`config.mk`:
```
export PLATFORM = sky130hd
export DESIGN_NAME = multdiv_sequencer_flat
export DESIGN_NICKNAME = d
export VERILOG_FILES = /design/src/rtl/multdiv_sequencer_if.sv /design/src/rtl/multdiv_sequencer.sv /design/src/flat_wrapper.sv
export SDC_FILE = /design/constraint.sdc
export NUM_CORES = 1
export LEC_CHECK = 0
export CAP_MARGIN = 0
export CORE_MARGIN = 3
export CORE_UTILIZATION = 45
export CTS_CLUSTER_SIZE = 24
export DETAILED_ROUTE_END_ITERATION = 12
export HOLD_SLACK_MARGIN = 0.02
export PLACE_DENSITY_LB_ADDON = 0.12
export SLEW_MARGIN = 20
export SYNTH_ARGS = -nofsm -noshare
export SYNTH_HDL_FRONTEND = slang
export SYNTH_SLANG_ARGS = --single-unit
```
`constraint.sdc`:
```
create_clock -name clock -period 2.8 [get_ports clock]
set_clock_uncertainty 0.1 [all_clocks]
set_input_delay 0.84 -clock clock [delete_from_list [all_inputs] [get_ports clock]]
set_output_delay 0.84 -clock clock [all_outputs]
set_load 0.05 [all_outputs]
```
`src/rtl/multdiv_sequencer_if.sv`:
```
// Control bundle between the multiply/divide sequencer and its datapath.
// Latency: none, wires only.
// Backpressure: none; requests arriving while the sequencer is busy are dropped.
interface multdiv_sequencer_if;
  // requests and datapath status flags
  logic       ctrl_MULT;
  logic       ctrl_DIV;
  logic       divisor_zero;
  logic       MSB;
  logic [1:0] booth_bits;
  // datapath step controls and status back to the requester
  logic       load;
  logic       add;
  logic       sub;
  logic       shift;
  logic       Q0;
  logic       sel_div;
  logic       busy;
  logic       data_resultRDY;
  logic       data_exception;
  logic [5:0] count;

  // requester / datapath side
  modport master (
    output ctrl_MULT, ctrl_DIV, divisor_zero, MSB, booth_bits,
    input  load, add, sub, shift, Q0, sel_div, busy,
           data_resultRDY, data_exception, count
  );

  // sequencer side
  modport slave (
    input  ctrl_MULT, ctrl_DIV, divisor_zero, MSB, booth_bits,
    output load, add, sub, shift, Q0, sel_div, busy,
           data_resultRDY, data_exception, count
  );
endinterface

```
`src/rtl/multdiv_sequencer.sv`:
```
// Booth multiply / non-restoring divide control sequencer (IDLE-LOAD-RUN-FIX-DONE).
// Latency: multiply result N+2 cycles, divide N+3, div-by-zero 2, conflicting request 1.
// Backpressure: none; requests while busy are ignored, a request in DONE starts back-to-back.
module multdiv_sequencer #(
  parameter int N = 32
) (
  input logic              clock,
  input logic              reset,
  multdiv_sequencer_if.slave sq
);

  typedef enum logic [2:0] {
    S_IDLE = 3'd0,
    S_LOAD = 3'd1,
    S_RUN  = 3'd2,
    S_FIX  = 3'd3,
    S_DONE = 3'd4
  } state_t;

  localparam logic [5:0] LAST_STEP = 6'(N - 1);

  state_t     state_q, state_d;
  logic [5:0] count_q, count_d;
  logic       sel_div_q, sel_div_d;
  logic       exc_q, exc_d;

  logic load_c, add_c, sub_c, shift_c, q0_c, busy_c, rdy_c, exc_out_c;

  // state, step counter, operation select and exception flag registers
  always_ff @(posedge clock or posedge reset) begin
    if (reset) begin
      state_q   <= S_IDLE;
      count_q   <= 6'd0;
      sel_div_q <= 1'b0;
      exc_q     <= 1'b0;
    end else begin
      state_q   <= state_d;
      count_q   <= count_d;
      sel_div_q <= sel_div_d;
      exc_q     <= exc_d;
    end
  end

  // next-state and per-state datapath controls
  always_comb begin
    state_d   = state_q;
    count_d   = count_q;
    sel_div_d = sel_div_q;
    exc_d     = exc_q;
    load_c    = 1'b0;
    add_c     = 1'b0;
    sub_c     = 1'b0;
    shift_c   = 1'b0;
    q0_c      = 1'b0;
    busy_c    = 1'b0;
    rdy_c     = 1'b0;
    exc_out_c = 1'b0;

    case (state_q)
      S_IDLE, S_DONE: begin
        if (state_q == S_DONE) begin
          rdy_c     = 1'b1;
          exc_out_c = exc_q;
          // flag lives only for the DONE cycle it is reported in
          exc_d     = 1'b0;
          state_d   = S_IDLE;
        end
        if (sq.ctrl_MULT ^ sq.ctrl_DIV) begin
          state_d   = S_LOAD;
          sel_div_d = sq.ctrl_DIV;
          count_d   = 6'd0;
        end else if (sq.ctrl_MULT && sq.ctrl_DIV) begin
          // ambiguous request: report straight away, never touch the datapath
          state_d = S_DONE;
          exc_d   = 1'b1;
        end
      end

      S_LOAD: begin
        load_c = 1'b1;
        busy_c = 1'b1;
        if (sel_div_q && sq.divisor_zero) begin
          state_d = S_DONE;
          exc_d   = 1'b1;
        end else begin
          state_d = S_RUN;
        end
      end

      S_RUN: begin
        busy_c  = 1'b1;
        shift_c = 1'b1;
        if (sel_div_q) begin
          // non-restoring step: sign of partial remainder picks add/sub and quotient bit
          add_c = sq.MSB;
          sub_c = ~sq.MSB;
          q0_c  = ~sq.MSB;
        end else begin
          // radix-2 Booth recoding of {Q[0], Q[-1]}
          add_c = (sq.booth_bits == 2'b01);
          sub_c = (sq.booth_bits == 2'b10);
        end
        if (count_q == LAST_STEP) begin
          state_d = sel_div_q ? S_FIX : S_DONE;
        end else begin
          count_d = count_q + 6'd1;
        end
      end

      S_FIX: begin
        // final remainder restore when it ended negative
        busy_c  = 1'b1;
        add_c   = sq.MSB;
        q0_c    = ~sq.MSB;
        state_d = S_DONE;
      end

      default: begin
        state_d = S_IDLE;
      end
    endcase
  end

  assign sq.load           = load_c;
  assign sq.add            = add_c;
  assign sq.sub            = sub_c;
  assign sq.shift          = shift_c;
  assign sq.Q0             = q0_c;
  assign sq.busy           = busy_c;
  assign sq.data_resultRDY = rdy_c;
  assign sq.data_exception = exc_out_c;
  assign sq.sel_div        = sel_div_q;
  assign sq.count          = count_q;

endmodule

```
`src/flat_wrapper.sv`:
```
// flat-port wrapper written by rule: the top's interface ports become plain ports
module multdiv_sequencer_flat 
#(
  parameter int N = 32
)
  (clock, reset, sq_ctrl_MULT, sq_ctrl_DIV, sq_divisor_zero, sq_MSB, sq_booth_bits, sq_load, sq_add, sq_sub, sq_shift, sq_Q0, sq_sel_div, sq_busy, sq_data_resultRDY, sq_data_exception, sq_count);
  multdiv_sequencer_if sq_i ();
  input logic clock;
  input logic reset;
  input wire logic [$bits(sq_i.ctrl_MULT)-1:0] sq_ctrl_MULT;
  input wire logic [$bits(sq_i.ctrl_DIV)-1:0] sq_ctrl_DIV;
  input wire logic [$bits(sq_i.divisor_zero)-1:0] sq_divisor_zero;
  input wire logic [$bits(sq_i.MSB)-1:0] sq_MSB;
  input wire logic [$bits(sq_i.booth_bits)-1:0] sq_booth_bits;
  output wire logic [$bits(sq_i.load)-1:0] sq_load;
  output wire logic [$bits(sq_i.add)-1:0] sq_add;
  output wire logic [$bits(sq_i.sub)-1:0] sq_sub;
  output wire logic [$bits(sq_i.shift)-1:0] sq_shift;
  output wire logic [$bits(sq_i.Q0)-1:0] sq_Q0;
  output wire logic [$bits(sq_i.sel_div)-1:0] sq_sel_div;
  output wire logic [$bits(sq_i.busy)-1:0] sq_busy;
  output wire logic [$bits(sq_i.data_resultRDY)-1:0] sq_data_resultRDY;
  output wire logic [$bits(sq_i.data_exception)-1:0] sq_data_exception;
  output wire logic [$bits(sq_i.count)-1:0] sq_count;
  assign sq_i.ctrl_MULT = sq_ctrl_MULT;
  assign sq_i.ctrl_DIV = sq_ctrl_DIV;
  assign sq_i.divisor_zero = sq_divisor_zero;
  assign sq_i.MSB = sq_MSB;
  assign sq_i.booth_bits = sq_booth_bits;
  assign sq_load = sq_i.load;
  assign sq_add = sq_i.add;
  assign sq_sub = sq_i.sub;
  assign sq_shift = sq_i.shift;
  assign sq_Q0 = sq_i.Q0;
  assign sq_sel_div = sq_i.sel_div;
  assign sq_busy = sq_i.busy;
  assign sq_data_resultRDY = sq_i.data_resultRDY;
  assign sq_data_exception = sq_i.data_exception;
  assign sq_count = sq_i.count;
  multdiv_sequencer #(.N(N)) u_core (.clock(clock), .reset(reset), .sq(sq_i));
endmodule
```
==> flow_metrics.py <==
metrics = {
    "grt": {
        "first_global_vias": 651,
        "grt_pass1_wl_mm": 2.82,
        "gr-usage-all-layers_pct": 19.1,
        "grt_max_degree": 12,
        "global_route.overflow_total": 0,
        "antenna_found_initial": 0,
    },
    "place": {
        "number_of_input_and_output_port_buffers_inserted": 22,
        "dp_worst_setup_slack_ns": -0.0235,
        "finalWeightedCongestion": 0.826,
        "dpl.cell_count": 115,
        "detailedPlacementHpwl_mm": 1.18,
    },
    "sta": {
        "setup-violations-final": 0,
        "maxClockFrequency_mhz": 365,
        "max-slew-margin-rel_pct": 66.3,
        "timing.final.hold_violations": 0,
        "rsz_0062_raised_after_global_routing": "false",
        "slew_violations": 0,
        "fin_tns_setup_ns": 0,
        "worst_slack_ns": 0.0604,
        "post-route-period-util_pct": 97.8,
        "tightest_slew_ns": 0.504,
        "period_needed_ns": 2.74,
    },
    "worst_setup_path": {
        "cp_data_required_time_ns": 1.86,
        "arrival_ns": 1.80,
        "crit_start": "sq_booth_bits[1]",
        "critical_path_peak_fanout": 2,
        "crit_type": "in2out",
        "worst_setup_path_end_kind": "output pin",
        "worstReg2RegStart": "u_core.state_q[1]$_DFFE_PP0P_",
        "kind_of_launch_point_of_the_worst_setup_path": "input pin",
    },
    "die": {
        "die_w_um": 45.2,
        "row_cnt": 13,
        "initial_core_util_pct": 50.6,
        "boundaryPins": 23,
        "die_area_um2": 2040,
        "chipHeight_um": 45.2,
        "placeableCoreArea_um2": 1370,
    },
    "clock_tree": {
        "max-clock-path-buffers": 2,
        "worst_setup_hold_path_clk_slew_ns": 0.06,
        "cell_chosen_for_the_clock_root": "clkbuf_4",
        "cts_made_buffers": 3,
        "clkLatencyLatePin_ns": 0.27,
        "cts_hold_repair.buffers": 0,
        "tritoncts": "built",
        "clkSinkCount": 11,
        "level_count_of_the_clock_h_tree": 1,
    },
    "run": {
        "max_cap_violations": 0,
    },
    "cells_and_area": {
        "final_util_pct": 73.5,
        "number_of_filler_cells_placed_in_the_layout": 100,
        "register_area_um2": 275,
        "antenna-diode-count": 0,
        "post_route_cells_drive_above_1_share_pct": 18.3,
        "area_growth_pct": 45.2,
        "net_total_in_the_final_layout": 115,
        "finalNonFillerCells": 119,
        "multi_input_comb_area_um2": 387,
    },
    "drt": {
        "detail_route.wl_per_cell_um": 13.9,
        "drcViolationCount": 0,
        "ant_nets": 0,
        "viasPerCell": 5.85,
        "routed_wl_mm": 1.65,
        "first_drt_pass_iteration_count": 4,
        "dr_vias": 696,
        "dr.first_iter.drc_count": 31,
    },
    "synthesis": {
        "synth.cells.most_frequent": "12 x nand2_1, 11 x dfrtp_1, 6 x inv_1",
        "yosysUniqueCellTypes": 33,
        "mappedNetlistArea_um2": 692,
        "synth.yosys.warnings": 0,
        "yosysSeqAreaShare_pct": 39.8,
        "synth_edf_count": 0,
        "postSynthRegisterBits": 11,
        "yosys_most_used_dff": "dfrtp_1",
        "synth.top_cells.by_area": "dfrtp_1 40%, nand2_1 6.5%, o221ai_1 3.8%",
        "synth_top_area_cell": "dfrtp_1",
        "synthArstFlopShare_pct": 100,
        "syn-instance-count": 80,
        "syn_nets": 90,
        "post-synth-top-count-cell": "nand2_1",
        "mean_syn_cell_area_um2": 8.65,
        "synth.top_cell.area_share_pct": 39.8,
    },
    "min_path": {
        "hold_path_class": "reg2reg",
        "timing.hold.worst.start": "u_core.sq.count[0]$_DFFE_PP0P_",
    },
    "run_status": {
        "run_status": "complete, no violations",
    },
    "pwr": {
        "power_per_standard_cell_area_nw_per_um2": 1010,
        "peakVddDrop_v": 0.000518,
        "power.leakage_nw": 0.470,
    },
}
-- worst max-delay path, stage by stage --
cell,delay (ns)
clkdlybuf4s50_1,0.46
nor3b_2,0.15
a21oi_1,0.06
nor2_2,0.14
buf_12,0.15
-- routing by layer --
| layer | global-route usage (%) | vias up | wire length, um |
|---|---|---|---|
| met5 | 0 | - | 0 |
| met4 | 7.60 | 0 | 31 |
| met3 | 3.98 | 5 | 114 |
| met2 | 30.8 | 29 | 788 |
| met1 | 24.9 | 327 | 718 |
| li1 | - | 335 | - |
-- placed cells by master (no fill, tap or decap), types with 2 or more instances in the layout --
cell type         n
a21oi_1           2
a31oi_1           2
buf_12            4
buf_4             4
clkbuf_4          3
clkdlybuf4s50_1  14
dfrtp_1          11
dlymetal6s2s_1    2
ha_1              2
inv_1             6
mux2i_1           2
nand2_1          12
nand3_1           3
nor2_1            4
nor3_1            2
nor3b_1           2
o21ai_0           3
o221ai_1          3
-- registers in the layout, indices dropped and copies added, names as in the netlist --
| name | count |
|---|---|
| u_core.sq.count | 6 |
| u_core.exc_q | 1 |
| u_core.state_q | 3 |
| u_core.sq.sel_div | 1 |
-- path summary, 6_finish.rpt --
kind,endpoint,slack (ns),cells after the start
min,u_core.sq.count[0]$_DFFE_PP0P_,0.44,1
max reg2reg,u_core.sq.count[1]$_DFFE_PP0P_,1.10,4
min in group asynchronous,u_core.sq.count[2]$_DFFE_PP0P_,0.77,2
min reg2reg,u_core.sq.count[0]$_DFFE_PP0P_,0.44,1
max in group asynchronous,u_core.state_q[2]$_DFFE_PP0P_,1.52,2
max,sq_sub,0.06,5
-- area by class of cell --
type,instances,area share (%)
clock buffers,4,2.62
inverters,6,2.24
multi-input cells,59,38.5
flip-flops and latches,11,27.4
well taps,15,1.87
repair buffers,24,27.4
-- metrics by stage --
stage | hold WS [ns] | power (mW) | area, um^2
finish | 0.441 | 1.01 | 1000
detailed placement | 0.426 | 0.902 | 962
global route | 0.480 | 1.08 | 1000
floorplan | 0.395 | 0.691 | 697
global placement | 0.423 | 0.890 | 962
CTS | 0.448 | 1.02 | 996
-- kinds of logic (layout without fill, tap and decap cells) --
family | count (synthesis) | after routing | synth area share [%]
mux | 2 | 2 | 2.89
fa+ha+maj | 2 | 2 | 3.62
buf+inv | 10 | 34 | 6.69
simple gates | 35 | 35 | 26.9
flops | 11 | 11 | 39.8
compound gates | 20 | 20 | 20.1
-- report_power, final --
| group | internal (mW) | switching [mW] | total (mW) |
|---|---|---|---|
| clock network | 0.0551 | 0.0519 | 0.107 |
| registers | 0.209 | 0.0677 | 0.277 |
| logic | 0.235 | 0.393 | 0.627 |
-- what timing repair did --
item	in CTS	in global routing
setup endpoints to repair	1	4
resized for setup	2	4
setup buffers	0	0
pin swaps	1	1
Note: power is estimated with default switching activity, not from simulation.
